[src/rtl/spin_motor_ramp_controller_if.sv]
// Signal bundle between the wash sequencer / spin-speed selector (master)
// and the spin motor ramp controller (slave).
interface spin_motor_ramp_controller_if;
    logic        start;
    logic        stop;
    logic        door_locked;
    logic [10:0] target_rpm;
    logic        imbalance;
    logic [10:0] motor_rpm;
    logic        motor_en;
    logic [2:0]  spin_state;
    logic        at_speed;
    logic        spin_done;
    logic        spin_aborted;

    modport master (
        output start, stop, door_locked, target_rpm, imbalance,
        input  motor_rpm, motor_en, spin_state, at_speed, spin_done, spin_aborted
    );

    modport slave (
        input  start, stop, door_locked, target_rpm, imbalance,
        output motor_rpm, motor_en, spin_state, at_speed, spin_done, spin_aborted
    );
endinterface

[src/rtl/spin_motor_ramp_controller.sv]
// Drum motor speed command: rate-limited ramp up, timed hold, ramp down to stop.
// Optional imbalance restart logic is compiled in with SPIN_IMBALANCE_CHECK_EN.
module spin_motor_ramp_controller #(
    parameter int unsigned RAMP_STEP   = 50,
    parameter int unsigned TICK_DIV    = 10,
    parameter int unsigned HOLD_TICKS  = 20,
    parameter int unsigned MAX_RETRIES = 2
) (
    input  logic                               clk,
    input  logic                               reset,
    spin_motor_ramp_controller_if.slave        bus
);
    localparam int unsigned RPM_W  = 11;
    localparam int unsigned DIV_W  = (TICK_DIV > 1) ? $clog2(TICK_DIV) : 1;
    localparam int unsigned HOLD_W = (HOLD_TICKS > 1) ? $clog2(HOLD_TICKS) : 1;

    typedef enum logic [2:0] {
        S_IDLE      = 3'd0,
        S_RAMP_UP   = 3'd1,
        S_HOLD      = 3'd2,
        S_RAMP_DOWN = 3'd3,
        S_DONE      = 3'd4
    } state_t;

    state_t             r_state, w_state_nx;
    logic [RPM_W-1:0]   r_rpm, w_rpm_nx;
    logic [RPM_W-1:0]   r_target, w_target_nx;
    logic [DIV_W-1:0]   r_presc, w_presc_nx;
    logic [HOLD_W-1:0]  r_hold, w_hold_nx;
    logic               r_aborted, w_aborted_nx;
    logic               r_motor_en, r_at_speed, r_spin_done;
    logic               w_tick, w_abort;
    logic [RPM_W:0]     w_up_sum;

`ifdef SPIN_IMBALANCE_CHECK_EN
    localparam int unsigned RETRY_W = $clog2(MAX_RETRIES + 2);
    logic [RETRY_W-1:0] r_retry, w_retry_nx;
    logic               r_imb_down, w_imb_down_nx;
    logic               w_imb;
    assign w_imb = bus.imbalance;
`else
    logic w_unused;
    assign w_unused = bus.imbalance;
`endif

    assign w_tick   = (r_presc == DIV_W'(TICK_DIV - 1));
    assign w_abort  = bus.stop || !bus.door_locked;
    assign w_up_sum = {1'b0, r_rpm} + (RPM_W + 1)'(RAMP_STEP);

    // Next-state and datapath updates
    always_comb begin
        w_state_nx   = r_state;
        w_rpm_nx     = r_rpm;
        w_target_nx  = r_target;
        w_hold_nx    = r_hold;
        w_aborted_nx = r_aborted;
`ifdef SPIN_IMBALANCE_CHECK_EN
        w_retry_nx    = r_retry;
        w_imb_down_nx = r_imb_down;
`endif
        case (r_state)
            S_IDLE: begin
                if (bus.start && !bus.stop && bus.door_locked) begin
                    w_target_nx  = bus.target_rpm;
                    w_aborted_nx = 1'b0;
`ifdef SPIN_IMBALANCE_CHECK_EN
                    w_retry_nx    = '0;
                    w_imb_down_nx = 1'b0;
`endif
                    w_state_nx   = (bus.target_rpm == '0) ? S_DONE : S_RAMP_UP;
                end
            end
            S_RAMP_UP, S_HOLD: begin
                if (w_abort) begin
                    w_state_nx   = S_RAMP_DOWN;
                    w_aborted_nx = 1'b1;
`ifdef SPIN_IMBALANCE_CHECK_EN
                end else if (w_imb) begin
                    w_state_nx    = S_RAMP_DOWN;
                    w_imb_down_nx = 1'b1;
                    if (r_retry <= RETRY_W'(MAX_RETRIES))
                        w_retry_nx = r_retry + RETRY_W'(1);
`endif
                end else if (w_tick && (r_state == S_RAMP_UP)) begin
                    if (w_up_sum >= {1'b0, r_target}) begin
                        w_rpm_nx   = r_target;
                        w_state_nx = S_HOLD;
                    end else begin
                        w_rpm_nx = w_up_sum[RPM_W-1:0];
                    end
                end else if (w_tick) begin
                    if (r_hold == HOLD_W'(HOLD_TICKS - 1))
                        w_state_nx = S_RAMP_DOWN;
                    else
                        w_hold_nx = r_hold + HOLD_W'(1);
                end
            end
            S_RAMP_DOWN: begin
                if (w_tick) begin
                    if ({1'b0, r_rpm} > (RPM_W + 1)'(RAMP_STEP)) begin
                        w_rpm_nx = r_rpm - RPM_W'(RAMP_STEP);
                    end else begin
                        w_rpm_nx   = '0;
                        w_state_nx = S_DONE;
`ifdef SPIN_IMBALANCE_CHECK_EN
                        // Imbalance-driven stop: restart the same target until retries run out
                        if (r_imb_down && !r_aborted) begin
                            w_imb_down_nx = 1'b0;
                            if (r_retry <= RETRY_W'(MAX_RETRIES))
                                w_state_nx = S_RAMP_UP;
                            else
                                w_aborted_nx = 1'b1;
                        end
`endif
                    end
                end
            end
            S_DONE:  w_state_nx = S_IDLE;
            default: w_state_nx = S_IDLE;
        endcase

        // Prescaler and hold counter restart on every state entry
        w_presc_nx = (w_tick || (w_state_nx != r_state)) ? '0 : r_presc + DIV_W'(1);
        if (w_state_nx != r_state)
            w_hold_nx = '0;
    end

    always_ff @(posedge clk or posedge reset) begin
        if (reset) begin
            r_state     <= S_IDLE;
            r_rpm       <= '0;
            r_target    <= '0;
            r_presc     <= '0;
            r_hold      <= '0;
            r_aborted   <= 1'b0;
            r_motor_en  <= 1'b0;
            r_at_speed  <= 1'b0;
            r_spin_done <= 1'b0;
        end else begin
            r_state     <= w_state_nx;
            r_rpm       <= w_rpm_nx;
            r_target    <= w_target_nx;
            r_presc     <= w_presc_nx;
            r_hold      <= w_hold_nx;
            r_aborted   <= w_aborted_nx;
            r_motor_en  <= (w_state_nx == S_RAMP_UP) || (w_state_nx == S_HOLD) ||
                           (w_state_nx == S_RAMP_DOWN);
            r_at_speed  <= (w_state_nx == S_HOLD);
            r_spin_done <= (w_state_nx == S_DONE);
        end
    end

`ifdef SPIN_IMBALANCE_CHECK_EN
    always_ff @(posedge clk or posedge reset) begin
        if (reset) begin
            r_retry    <= '0;
            r_imb_down <= 1'b0;
        end else begin
            r_retry    <= w_retry_nx;
            r_imb_down <= w_imb_down_nx;
        end
    end
`endif

    assign bus.motor_rpm    = r_rpm;
    assign bus.motor_en     = r_motor_en;
    assign bus.spin_state   = r_state;
    assign bus.at_speed     = r_at_speed;
    assign bus.spin_done    = r_spin_done;
    assign bus.spin_aborted = r_aborted;
endmodule

[src/flat_wrapper.sv]
// flat-port wrapper written by rule: the top's interface ports become plain ports
module spin_motor_ramp_controller_flat 
#(
    parameter int unsigned RAMP_STEP   = 50,
    parameter int unsigned TICK_DIV    = 10,
    parameter int unsigned HOLD_TICKS  = 20,
    parameter int unsigned MAX_RETRIES = 2
)
  (clk, reset, bus_start, bus_stop, bus_door_locked, bus_target_rpm, bus_imbalance, bus_motor_rpm, bus_motor_en, bus_spin_state, bus_at_speed, bus_spin_done, bus_spin_aborted);
  spin_motor_ramp_controller_if bus_i ();
  input  logic clk;
  input  logic reset;
  input wire logic [$bits(bus_i.start)-1:0] bus_start;
  input wire logic [$bits(bus_i.stop)-1:0] bus_stop;
  input wire logic [$bits(bus_i.door_locked)-1:0] bus_door_locked;
  input wire logic [$bits(bus_i.target_rpm)-1:0] bus_target_rpm;
  input wire logic [$bits(bus_i.imbalance)-1:0] bus_imbalance;
  output wire logic [$bits(bus_i.motor_rpm)-1:0] bus_motor_rpm;
  output wire logic [$bits(bus_i.motor_en)-1:0] bus_motor_en;
  output wire logic [$bits(bus_i.spin_state)-1:0] bus_spin_state;
  output wire logic [$bits(bus_i.at_speed)-1:0] bus_at_speed;
  output wire logic [$bits(bus_i.spin_done)-1:0] bus_spin_done;
  output wire logic [$bits(bus_i.spin_aborted)-1:0] bus_spin_aborted;
  assign bus_i.start = bus_start;
  assign bus_i.stop = bus_stop;
  assign bus_i.door_locked = bus_door_locked;
  assign bus_i.target_rpm = bus_target_rpm;
  assign bus_i.imbalance = bus_imbalance;
  assign bus_motor_rpm = bus_i.motor_rpm;
  assign bus_motor_en = bus_i.motor_en;
  assign bus_spin_state = bus_i.spin_state;
  assign bus_at_speed = bus_i.at_speed;
  assign bus_spin_done = bus_i.spin_done;
  assign bus_spin_aborted = bus_i.spin_aborted;
  spin_motor_ramp_controller #(.RAMP_STEP(RAMP_STEP), .TICK_DIV(TICK_DIV), .HOLD_TICKS(HOLD_TICKS), .MAX_RETRIES(MAX_RETRIES)) u_core (.clk(clk), .reset(reset), .bus(bus_i));
endmodule
[config.mk]
export PLATFORM = sky130hd
export DESIGN_NAME = spin_motor_ramp_controller_flat
export DESIGN_NICKNAME = d
export VERILOG_FILES = /design/src/rtl/spin_motor_ramp_controller_if.sv /design/src/rtl/spin_motor_ramp_controller.sv /design/src/flat_wrapper.sv
export SDC_FILE = /design/constraint.sdc
export NUM_CORES = 1
export LEC_CHECK = 0
export CAP_MARGIN = 20
export CORE_ASPECT_RATIO = 1.2
export CORE_MARGIN = 8
export CORE_UTILIZATION = 40
export DETAILED_ROUTE_END_ITERATION = 6
export GPL_ROUTABILITY_DRIVEN = 0
export GPL_TIMING_DRIVEN = 0
export SLEW_MARGIN = 20
export SYNTH_ARGS = -nofsm -noshare
export SYNTH_HDL_FRONTEND = slang
export SYNTH_SLANG_ARGS = --single-unit
[constraint.sdc]
create_clock -name clk -period 3.3 [get_ports clk]
set_input_delay 0.66 -clock clk [delete_from_list [all_inputs] [get_ports clk]]
set_output_delay 0.66 -clock clk [all_outputs]
set_load 0.01 [all_outputs]
# Word level (Yosys, flattened, before mapping)
# Cells that the tools add are included.
[word_totals]
wordCells = 79
input_bits = 17
register_bits = 38
[classes]
reduce_logical = 20
add_sub_neg = 4
n_lt_le_gt_ge = 2
eq_ne = 18
muxes = 26
[op_table]
columns = ["operator", "count"]
rows = [
  ["11-bit two-way mux", 5],
  ["5-bit two-way mux", 6],
  ["3-bit two-way mux", 9],
  ["11-bit one-hot mux with 2 select lines", 1],
  ["11-bit by 6-bit adder with 12-bit output, second input constant", 1],
  ["3-bit by 2-bit equality test with 1-bit output, second input constant", 4],
  ["12-bit by 11-bit greater-or-equal comparator with 1-bit output", 1],
  ["11-bit by 6-bit > comparator with 1-bit output, second input constant", 1],
  ["11-bit zero test", 1],
  ["11-bit by 6-bit subtractor with 11-bit output, second input constant", 1],
  ["3-bit one-hot mux with 3 select lines", 1],
  ["2-bit by 1-bit != test with 1-bit output, second input constant", 4],
  ["2-bit != test, second input constant", 4],
  ["2-bit nonzero test", 4],
  ["3-bit by 1-bit equality test with 1-bit output, second input constant", 2],
  ["5-bit by 1-bit adder with 5-bit output, second input constant", 1],
  ["5-bit equality test, second input constant", 1],
  ["5-bit AND reduction", 1],
  ["4-bit by 1-bit adder with 4-bit output, second input constant", 1],
  ["4-bit equality test, second input constant", 1],
  ["1-bit logical OR", 4],
  ["4-bit two-way mux", 1],
  ["4-bit AND reduction", 1],
  ["3-bit equality test, second input constant", 1],
  ["other kinds (9)", 13],
]

# Longest topological paths before layout
# Gate-level depths: netlist of run 1.
[logic_depth]
ltp_word = 9
depth_mapped = 13
ltp_nobuf = 12

# Worst setup path before layout of run 1
# Ideal clock, no wire load.
[synth_path]
path_kind = "flip-flop to flip-flop"
startpoint = "register u_core.r_rpm[1], in the netlist u_core.bus.motor_rpm[1]"
endpoint = "register u_core.r_presc[2]"
required_ps = 3203
synth_period_minus_slack_ps = 2968
arrival_ps = 2871
setup_time_ps = 97
path_stages_with_launch = 13
slack_ps = 332
cell_sequence = "dfrtp_1 -> ha_1 -> a211o_1 -> nand4_1 -> xnor2_1 -> ha_1 -> a21o_1 -> a21oi_1 -> o21ai_0 -> a221o_1 -> o21ba_4 -> xnor2_4 -> nor4_2"
[synth_between]
elab_chain_cells = 9
elab_cells_between_ends = 12
[synth_rtl]
columns = ["element", "line_no", "text"]
rows = [
  ["start, declared", "spin_motor_ramp_controller.sv:26", "logic [RPM_W-1:0] r_rpm, w_rpm_nx;"],
  ["start signal, assigned", "spin_motor_ramp_controller.sv:141", "r_rpm <= w_rpm_nx;"],
  ["11-bit by 6-bit adder with 12-bit output", "spin_motor_ramp_controller.sv:48", "assign w_up_sum = {1'b0, r_rpm} + (RPM_W + 1)'(RAMP_STEP);"],
  ["12-bit by 11-bit greater-or-equal comparator with 1-bit output", "spin_motor_ramp_controller.sv:85", "if (w_up_sum >= {1'b0, r_target}) begin"],
  ["3-bit two-way mux", "spin_motor_ramp_controller.sv:85", ""],
  ["3-bit two-way mux", "spin_motor_ramp_controller.sv:84", "end else if (w_tick && (r_state == S_RAMP_UP)) begin"],
  ["3-bit two-way mux", "spin_motor_ramp_controller.sv:74", "if (w_abort) begin"],
  ["3-bit one-hot mux with 3 select lines (*)", "spin_motor_ramp_controller.sv:61", "case (r_state)"],
  ["3-bit != test (*)", "spin_motor_ramp_controller.sv:123", "w_presc_nx = (w_tick || (w_state_nx != r_state)) ? '0 : r_presc + DIV_W'(1);"],
  ["1-bit logical OR (*)", "spin_motor_ramp_controller.sv:123", ""],
  ["4-bit two-way mux (*)", "spin_motor_ramp_controller.sv:123", ""],
  ["net u_core.w_presc_nx[2]", "spin_motor_ramp_controller.sv:28", "logic [DIV_W-1:0] r_presc, w_presc_nx;"],
  ["end signal, assigned", "spin_motor_ramp_controller.sv:143", "r_presc <= w_presc_nx;"],
  ["end, declared", "spin_motor_ramp_controller.sv:28", ""],
]
# The timed path passes the listed nets; every way through them passes the cells marked *.
# A chain may end at the register's enable or synchronous reset.

# Worst setup path in the final report of run 1
[layout_path]
startpoint = "register u_core.r_rpm[1], in the netlist u_core.bus.motor_rpm[1]"
endpoint = "register u_core.r_presc[0]"
# The elaborated chain is that of the path after synthesis.

==> reports/results.tsv, run 1 <==
stage	metric	value	unit
power_and_ir_drop	NetSw	0.00132	W
yosys	Synth cell types	50	
cts	CTS sink count	38	
cts	Root Driver	clkbuf_8	
critical_path	Buf/Inv on CP	1	
yosys	Synth area leaders	dfrtp_1, ha_1, mux2_2, o21ai_0, mux2i_1	
global_routing	grt ovf	0	
global_routing	GR peak layer	met2	
cts	H-tree Lvls	2	
placement	Placement Setup Slack	-152	ps
sta	achievable clock frequency	313	MHz
global_routing	largest net degree at the start of global routing	27	
floorplan	core area	6330	sq um
global_routing	first-pass GRT wire length	10300	um
global_routing	grt met2 use	0.232	
floorplan	row cnt	32	
route	drt wl/cell	15.7	um
cts	TritonCTS clock tree	built	
sta	Final Hold Fails	0	
power_and_ir_drop	total design power	0.00295	W
sta	crit path time final	3190	ps
critical_path	Crit. End Element	flip-flop	
critical_path	Setup crit start kind	flip-flop	
sta	final setup vio count	0	
power_and_ir_drop	Peak VDD IR	392	uV
route	final WL	6340	um
sta	final worst-path cycle share	0.967	
cts	total CTS buffers	5	
yosys	cells after synthesis	270	
critical_path	Setup Crit Path Kind	reg2reg	
floorplan	die area	9220	sq um
power_and_ir_drop	Switching Fraction	0.449	
placement	PortBufs	33	
floorplan	Ports	35	
yosys	top-area cell type share of the netlist area	0.372	
route	Final ANT Viol Nets	0	
critical_path	Crit path required time	3480	ps
global_routing	GR Util met1	0.179	
critical_path	CP Cell Sequence	ha_2, a211o_1, nand4_1, xnor2_1, ha_1, a21o_1, a21oi_1, o21ai_1, o21bai_2, o2111ai_2, o211ai_1, buf_4, nor4_2	
cts	Clock Path Buffers	2	
power_and_ir_drop	Sequential Power Share	0.248	
yosys	EDFF count, synth	0	
yosys	sequential share of the synthesized area	0.372	
yosys	Avg Synthesized Cell Area	9.48	sq um
yosys	Synth async-reset ratio	1.00	
cts	clk_lat worst skew	290	ps
sta	fin worst setup slack	109	ps
job	# Max-Cap Violations	0	
sta	worst slew pin tran	667	ps
power_and_ir_drop	Clk pwr share	0.109	
critical_path	CP top delay family	compound AO/OA/AOI/OAI gates	
yosys	main flop type after synthesis	dfrtp_1	
power_and_ir_drop	Logic pwr share	0.643	
layout	Post-layout nets	353	
floorplan	DIE WIDTH	89.0	um
layout	fillers	619	
critical_path	CP max stage cell	dfrtp_2	
yosys	#FFs+latches synth	38	
yosys	Post-Syn Nets	303	
global_routing	GRT Total Usage	0.141	
power_and_ir_drop	Int Power	0.00162	W
power_and_ir_drop	Pleak	1.40	nW
power_and_ir_drop	pwr dens	917	nW/um^2
layout	Inserted Diodes	0	
critical_path	critical path arrival	3370	ps
floorplan	Initial Utilization	0.404	
route	DR vias	2171	
sta	TNS Setup	0	ps
layout	layout cell share with drive strength beyond 1	0.179	
min_path	HP Class	reg2reg	
placement	dpl hpwl	4780	um
sta	Rel. slew slack	0.555	
cts	clk slew on worst S/H paths	70	ps
global_routing	GR Layer Usage met3	0.0245	
critical_path	delay of the slowest cell on the worst path	450	ps
critical_path	largest fanout on the critical path	9	
route	DR pass1 iterations	4	
yosys	Cell Area, Synth	2560	sq um
layout	Syn-to-layout area delta	25.5	%
sta	Max Slew Vio Count	0	
global_routing	vias in the first global route	2073	
route	First DRT Iteration DRCs	73	
sta	Clock Skews	8.36	ps
route	Vias/cell	5.37	
yosys	Yosys top cell by area	dfrtp_1	
route	# DRC	0	
floorplan	die height	104	um
layout	most frequent cells in the layout	dfrtp_1, clkdlybuf4s50_1, o21ai_0, inv_1	
global_routing	initial antenna violation count	0	
outcome	status	finished clean	
yosys	yosys warns	0	
layout	most common cell after layout, fill and taps aside	dfrtp_1	
-- area by class of cell --
cell class | count | area, sq um | share of cell area
Buffer | 11 | 60.1 | 0.0187
Clock buffer | 6 | 82.6 | 0.0257
Inverter | 20 | 75.1 | 0.0234
Multi-Input combinational cell | 202 | 1520 | 0.474
Sequential cell | 38 | 953 | 0.297
Tap cell | 85 | 106 | 0.0331
Timing Repair Buffer | 42 | 410 | 0.128
-- repair_timing --
action	in CTS	in global routing
resized for setup	1	10
setup buffers	1	7
hold buffers	0	0
endpoints found under the setup margin	17	21
pin swaps	1	2
gates cloned	0	1
-- through the flow --
step	cell area [sq um]	hold slack, ps	utilization	instances
5_1_grt	3210	547	0.508	404
3_5_place_dp	3020	494	0.477	389
4_1_cts	3110	511	0.491	396
3_3_place_gp	3000	492	0.473	388
6_report	3210	511	0.508	404
2_1_floorplan	2560	469	-	270
-- per-layer routing --
layer	share of wire	wire, um
met5	0	0
met1	0.44	2770
met2	0.51	3220
met4	0.018	113
met3	0.039	246
-- logic make-up (layout without fill, tap and decap cells) --
group                      after synthesis  in the layout  synth area share
AOI/OAI and AO/OA                       58             58             0.152
xor gates and xnor gates                15             16            0.0587
adders and majority gates               17             17            0.0822
buffers and inverters                   31             79            0.0523
DFF                                     38             38             0.372
muxes                                   22             22            0.0914
and+or+nand+nor                         89             89             0.192
-- registers in the layout, summed over array words and instances (netlist names) --
name and flops:
u_core.bus.at_speed 1, u_core.r_presc 4, u_core.r_hold 5, u_core.r_target 11, u_core.bus.spin_aborted 1, u_core.bus.spin_state 3
u_core.bus.spin_done 1, u_core.bus.motor_rpm 11, u_core.bus.motor_en 1
-- worst reg2reg max path, stage by stage (launching register included) --
cell and delay (ps):
dfrtp_2 450, ha_2 230, a211o_1 330, nand4_1 130, xnor2_1 160, ha_1 280
a21o_1 190, a21oi_1 140, o21ai_1 110, o21bai_2 270, o2111ai_2 220, o211ai_1 120
buf_4 190, nor4_2 250
-- power groups by stage --
stage | Combinational, W | Sequential (W) | Clock (W)
floorplan | 0.00123 | 0.000745 | 0
global placement | 0.00171 | 0.000741 | 0
detailed placement | 0.00173 | 0.000743 | 0
CTS | 0.00177 | 0.000734 | 0.000332
global route | 0.00207 | 0.000755 | 0.000348
finish | 0.00190 | 0.000730 | 0.000321
-- worst paths after layout --
| check | start | end | slack [ps] | depth (start not counted) |
|---|---|---|---|---|
| min | u_core.r_target[1]$_DFFE_PP0P_ | u_core.r_target[1]$_DFFE_PP0P_ | 510 | 1 |
| max in group asynchronous | reset | u_core.bus.motor_rpm[0]$_DFFE_PP0P_ | 2230 | 3 |
| min reg2reg | u_core.r_target[1]$_DFFE_PP0P_ | u_core.r_target[1]$_DFFE_PP0P_ | 510 | 1 |
| min in group asynchronous | reset | u_core.bus.motor_rpm[7]$_DFFE_PP0P_ | 640 | 2 |
| max reg2reg | u_core.bus.motor_rpm[1]$_DFFE_PP0P_ | u_core.r_presc[0]$_DFF_PP0_ | 110 | 13 |
| max | u_core.bus.motor_rpm[1]$_DFFE_PP0P_ | u_core.r_presc[0]$_DFF_PP0_ | 110 | 13 |
-- synthesized netlist by cell type, types with 7 or more instances --
cell type	instances
a21oi_1	11
a22oi_1	7
dfrtp_1	38
ha_1	16
inv_1	20
mux2_2	11
mux2i_1	11
nand2_1	16
nand3_1	10
nor2_1	16
nor3_1	14
nor4_1	8
o21ai_0	24
xor2_1	9
Note: power is estimated with default switching activity, not from simulation.
==> inputs of run 2 (changes only) <==
--- a/config.mk
+++ b/config.mk
@@ -10,6 +10,7 @@
 export CORE_MARGIN = 8
 export CORE_UTILIZATION = 40
 export DETAILED_ROUTE_END_ITERATION = 6
+export DONT_BUFFER_PORTS = 1
 export GPL_ROUTABILITY_DRIVEN = 0
 export GPL_TIMING_DRIVEN = 0
 export SLEW_MARGIN = 20
==> run 2 against run 1 <==
  * Critical path depth down 1
  * Count of clock-buffer cells in the layout up 1
  * Global-route usage shrank 0.13 points
==> reports/results.tsv, run 2 (synthesized netlist as in run 1, its figures left out) <==
stage	metric	value	unit
outcome	status	finished clean	
critical_path	worst reg2reg setup slack	120	ps
global_routing	largest net degree at the start of global routing	25	
critical_path	delay of the slowest cell on the worst path	490	ps
route	DR pass1 iterations	4	
critical_path	Crit path required time	3470	ps
sta	Rel. slew slack	0.551	
critical_path	worst r2r dst	u_core.r_hold[4]$_DFFE_PP0P_	
floorplan	die height	104	um
placement	placed cells	356	
critical_path	RR Startpoint	u_core.bus.motor_rpm[2]$_DFFE_PP0P_	
route	Vias/cell	5.54	
sta	Clock Skews	9.33	ps
cts	hold-fix buffers at CTS	0	
cts	clk_lat worst skew	300	ps
cts	total CTS buffers	5	
floorplan	Initial Utilization	0.404	
route	drt wl/cell	16.9	um
min_path	HP Class	in2async	
layout	Cell Count, Final, Fillers Out	367	
route	DR vias	2033	
route	First DRT Iteration DRCs	64	
sta	crit path time final	3180	ps
layout	post-route cell area	2860	sq um
cts	H-tree Lvls	2	
sta	worst slew pin tran	668	ps
power_and_ir_drop	pwr dens	998	nW/um^2
global_routing	vias in the first global route	2101	
layout	Post-layout nets	314	
cts	Clock Path Buffers	2	
floorplan	DIE WIDTH	89.0	um
route	# DRC	0	
placement	PortBufs	0	
floorplan	core area	6330	sq um
route	final WL	6200	um
layout	most frequent cells in the layout	dfrtp_1, o21ai_0, inv_1, nand2_1, nor2_1	
critical_path	crit path capture	u_core.r_hold[4]$_DFFE_PP0P_	
sta	Final Hold Fails	0	
sta	achievable clock frequency	315	MHz
global_routing	first-pass GRT wire length	10200	um
critical_path	CP max stage cell	dfrtp_2	
critical_path	largest fanout on the critical path	7	
layout	Inserted Diodes	0	
cts	TritonCTS clock tree	built	
power_and_ir_drop	total design power	0.00285	W
sta	TNS Setup	0	ps
critical_path	critical path depth	12	
power_and_ir_drop	Pleak	1.25	nW
cts	Root Driver	clkbuf_8	
floorplan	row cnt	32	
placement	dpl hpwl	4790	um
placement	Post-DP Area	2690	sq um
job	# Max-Cap Violations	0	
sta	final setup vio count	0	
critical_path	Buf/Inv on CP	0	
sta	final worst-path cycle share	0.964	
global_routing	initial antenna violation count	0	
cts	CTS sink count	38	
floorplan	Ports	35	
critical_path	critical path arrival	3350	ps
layout	layout cell share with drive strength beyond 1	0.174	
global_routing	GRT Total Usage	0.139	
sta	Max Slew Vio Count	0	
sta	fin worst setup slack	120	ps
critical_path	CP Cell Sequence	ha_2, a211o_1, nand4_1, xnor2_1, ha_1, a21o_1, a21oi_1, o21ai_1, a221o_1, o21ba_4, xnor2_2, nor3_1	
critical_path	Setup crit start kind	flip-flop	
placement	Placement Setup Slack	-196	ps
critical_path	worst reg2reg path depth	12	
critical_path	Crit. End Element	flip-flop	
critical_path	CP top delay family	compound AO/OA/AOI/OAI gates	
route	Final ANT Viol Nets	0	
cts	clk slew on worst S/H paths	70	ps
critical_path	Critical Path Source	u_core.bus.motor_rpm[2]$_DFFE_PP0P_	
global_routing	grt ovf	0	
layout	Syn-to-layout area delta	11.7	%
critical_path	Setup Crit Path Kind	reg2reg	
layout	most common cell after layout, fill and taps aside	dfrtp_1	
floorplan	die area	9220	sq um
power_and_ir_drop	Peak VDD IR	338	uV
==> run 2: layout make-up <==
type	instances	area (sq um)
fill	639	3470
multi-input combinational	202	1530
sequential	38	953
tap	85	106
clock buffer	7	76.3
inverter	20	75.1
buffer	11	58.8
timing repair buffer	3	32.5
clock inverter	1	30.0
==> run 2: stage by stage <==
stage	hold slack, ps	util
final	214	0.452
after CTS	222	0.443
after detailed placement	497	0.424
after floorplan	469	-
after global routing	238	0.452
after global placement	488	0.421
==> run 2: how the worst min path moves through the flow <==
stage                                   startpoint                                  end  slack [ps]  cells past startpoint
floorplan              u_core.r_presc[0]$_DFF_PP0_          u_core.r_presc[0]$_DFF_PP0_         470                      1
global placement       u_core.r_presc[0]$_DFF_PP0_          u_core.r_presc[0]$_DFF_PP0_         490                      1
detailed placement  u_core.r_target[1]$_DFFE_PP0P_       u_core.r_target[1]$_DFFE_PP0P_         500                      1
CTS                                          reset  u_core.bus.spin_aborted$_DFFE_PP0P_         220                      1
global route                                 reset  u_core.bus.spin_aborted$_DFFE_PP0P_         240                      1
finish                                       reset          u_core.r_presc[3]$_DFF_PP0_         210                      1
==> run 2: repair_timing <==
item,4_1_cts,5_1_grt
gates resized for setup,3,8
setup endpoints to repair,11,13
cloned,0,1
pin swaps,1,2
buffers inserted,1,1
==> run 2: power by group <==
| part | total [W] | internal [W] | switching (W) |
|---|---|---|---|
| logic | 0.00167 | 0.000722 | 0.000951 |
| clock network | 0.000390 | 0.000226 | 0.000164 |
| registers | 0.000789 | 0.000601 | 0.000188 |
| total | 0.00285 | 0.00155 | 0.00130 |
==> run 2: per-layer routing <==
layer | GRT usage | up-vias | share of wire
met3 | 0.0364 | 9 | 0.062
li1 | - | 1004 | -
met2 | 0.236 | 48 | 0.51
met1 | 0.162 | 972 | 0.41
met5 | 0 | - | 0
met4 | 0.0501 | 0 | 0.015
==> run 2: worst reg2reg max path: cells and delay by family (launching register included) <==
kind            cells  cell delay [ps]
fa+ha+maj           2              510
compound gates      6             1360
flops               1              490
xor+xnor            2              480
simple gates        2              220
==> inputs of run 3 (changes only) <==
--- a/config.mk
+++ b/config.mk
@@ -7,7 +7,6 @@
 export LEC_CHECK = 0
 export CAP_MARGIN = 20
 export CORE_ASPECT_RATIO = 1.2
-export CORE_MARGIN = 8
 export CORE_UTILIZATION = 40
 export DETAILED_ROUTE_END_ITERATION = 6
 export DONT_BUFFER_PORTS = 1
==> run 3 against run 2 <==
  * Global-route usage increased by 5.8 points
  * Die area decreased by 27%
  * First-iteration DRC count increased by 110%
  * Clock skew decreased by 4.6 ps
  * Combinational power increased by 2%
  * Fmax increased by 1.1%
  * Flip-flop and latch count unchanged
  * Worst hold slack got worse by 7.2 ps
  * Setup slack improved by 33 ps
  * Largest cell class unchanged
==> reports/results.tsv, run 3 (synthesized netlist as in run 1, its figures left out) <==
stage	metric	value	unit
critical_path	Setup Crit Path Kind	reg2reg	
placement	dpl hpwl	4600	um
route	First DRT Iteration DRCs	137	
placement	PortBufs	0	
min_path	HP Class	in2async	
cts	total CTS buffers	5	
critical_path	RR Startpoint	u_core.bus.motor_rpm[2]$_DFFE_PP0P_	
critical_path	worst reg2reg path depth	12	
route	drt wl/cell	16.9	um
power_and_ir_drop	pwr dens	986	nW/um^2
critical_path	largest fanout on the critical path	7	
critical_path	CP max stage cell	dfrtp_2	
sta	RSZ-0062 raised after global routing	no	
critical_path	Setup crit start kind	flip-flop	
route	final WL	6180	um
route	Final ANT Viol Nets	0	
floorplan	row cnt	31	
outcome	status	finished clean	
global_routing	largest net degree at the start of global routing	25	
floorplan	die height	89.6	um
global_routing	GRT Total Usage	0.198	
layout	most common cell after layout, fill and taps aside	dfrtp_1	
critical_path	CP Cell Sequence	ha_2, a211o_1, nand4_1, xnor2_2, ha_1, a21o_1, a21oi_1, o21ai_1, a221o_1, o21ba_4, xnor2_4, nor4_2	
critical_path	Crit path required time	3500	ps
global_routing	vias in the first global route	2066	
cts	clk slew on worst S/H paths	80	ps
sta	Rel. slew slack	0.520	
power_and_ir_drop	Peak VDD IR	457	uV
route	DR pass1 iterations	4	
cts	hold-fix buffers at CTS	0	
floorplan	DIE WIDTH	75.0	um
critical_path	Crit. End Element	flip-flop	
layout	layout cell share with drive strength beyond 1	0.191	
global_routing	initial antenna violation count	0	
critical_path	worst r2r dst	u_core.r_presc[2]$_DFF_PP0_	
cts	clk_lat worst skew	290	ps
sta	crit path time final	3150	ps
global_routing	grt ovf	0	
cts	Root Driver	clkbuf_8	
critical_path	critical path arrival	3350	ps
global_routing	first-pass GRT wire length	9960	um
job	# Max-Cap Violations	0	
critical_path	delay of the slowest cell on the worst path	490	ps
power_and_ir_drop	Pleak	1.26	nW
sta	Final Hold Fails	0	
sta	final worst-path cycle share	0.953	
sta	achievable clock frequency	318	MHz
critical_path	worst reg2reg setup slack	150	ps
layout	final design utilization	0.471	
layout	Inserted Diodes	0	
route	DR vias	2060	
route	Vias/cell	5.64	
sta	worst slew pin tran	719	ps
cts	CTS sink count	38	
sta	Clock Skews	4.70	ps
sta	final setup vio count	0	
cts	H-tree Lvls	2	
floorplan	die area	6720	sq um
route	# DRC	0	
sta	Max Slew Vio Count	0	
floorplan	Initial Utilization	0.420	
layout	most frequent cells in the layout	dfrtp_1, o21ai_0, inv_1, nand2_1, nor2_1	
cts	TritonCTS clock tree	built	
layout	Syn-to-layout area delta	12.2	%
floorplan	Ports	35	
sta	final hold slack	207	ps
floorplan	core area	6090	sq um
layout	Post-layout nets	315	
cts	Clock Path Buffers	2	
[run 3: stage by stage]
step           total power [W]  area (sq um)  std cells  setup TNS [ps]  setup WS, ps
2_1_floorplan          0.00197          2560        270               0           332
3_3_place_gp           0.00229          2660        352            -992          -159
3_5_place_dp           0.00232          2680        353           -1990          -248
4_1_cts                0.00273          2800        363               0          19.6
5_1_grt                0.00307          2870        365               0          7.30
6_report               0.00283          2870        365               0           154
[run 3: layer usage]
metal	share of wire	routed length, um	track usage
met2	0.53	3250	0.358
met4	0.0091	56	0.0566
met3	0.048	297	0.0525
met5	0	0	0
met1	0.42	2580	0.227
[run 3: how the worst max path moves through the flow]
stage                                        startpoint                          end  cells after the start
detailed placement  u_core.bus.motor_rpm[1]$_DFFE_PP0P_  u_core.r_presc[2]$_DFF_PP0_                     12
CTS                 u_core.bus.motor_rpm[1]$_DFFE_PP0P_  u_core.r_presc[2]$_DFF_PP0_                     13
global route        u_core.bus.motor_rpm[2]$_DFFE_PP0P_  u_core.r_presc[2]$_DFF_PP0_                     12
finish              u_core.bus.motor_rpm[2]$_DFFE_PP0P_  u_core.r_presc[2]$_DFF_PP0_                     12
floorplan           u_core.bus.motor_rpm[1]$_DFFE_PP0P_  u_core.r_presc[2]$_DFF_PP0_                     12
global placement    u_core.bus.motor_rpm[1]$_DFFE_PP0P_  u_core.r_presc[2]$_DFF_PP0_                     12
[run 3: report_power, final]
| group | switching [W] | total, W | internal [W] |
|---|---|---|---|
| sequential | 0.000179 | 0.000780 | 0.000601 |
| combinational | 0.000969 | 0.00171 | 0.000739 |
| clock | 0.000173 | 0.000342 | 0.000168 |
[run 3: area by class of cell]
cell class / instances / area [sq um]
Clock buffer: 6 / 82.6
Clock inverter: 2 / 12.5
Multi-Input combinational cell: 202 / 1540
Tap cell: 82 / 103
Sequential cell: 38 / 953
Fill cell: 613 / 3220
Inverter: 20 / 75.1
Timing Repair Buffer: 4 / 40.0
Buffer: 11 / 60.1
[run 3: critical path: cells and delay by family, from the launching register on]
| kind | cells | cell delay, ps |
|---|---|---|
| simple gates | 2 | 380 |
| xor+xnor | 2 | 360 |
| fa+ha+maj | 2 | 580 |
| compound gates | 6 | 1230 |
| flops | 1 | 490 |
[run 3: what timing repair did]
action | in CTS | in global routing
resized for setup | 4 | 10
pin swaps | 1 | 4
cloned | 0 | 1
endpoints found under the setup margin | 18 | 14
buffers inserted | 2 | 1
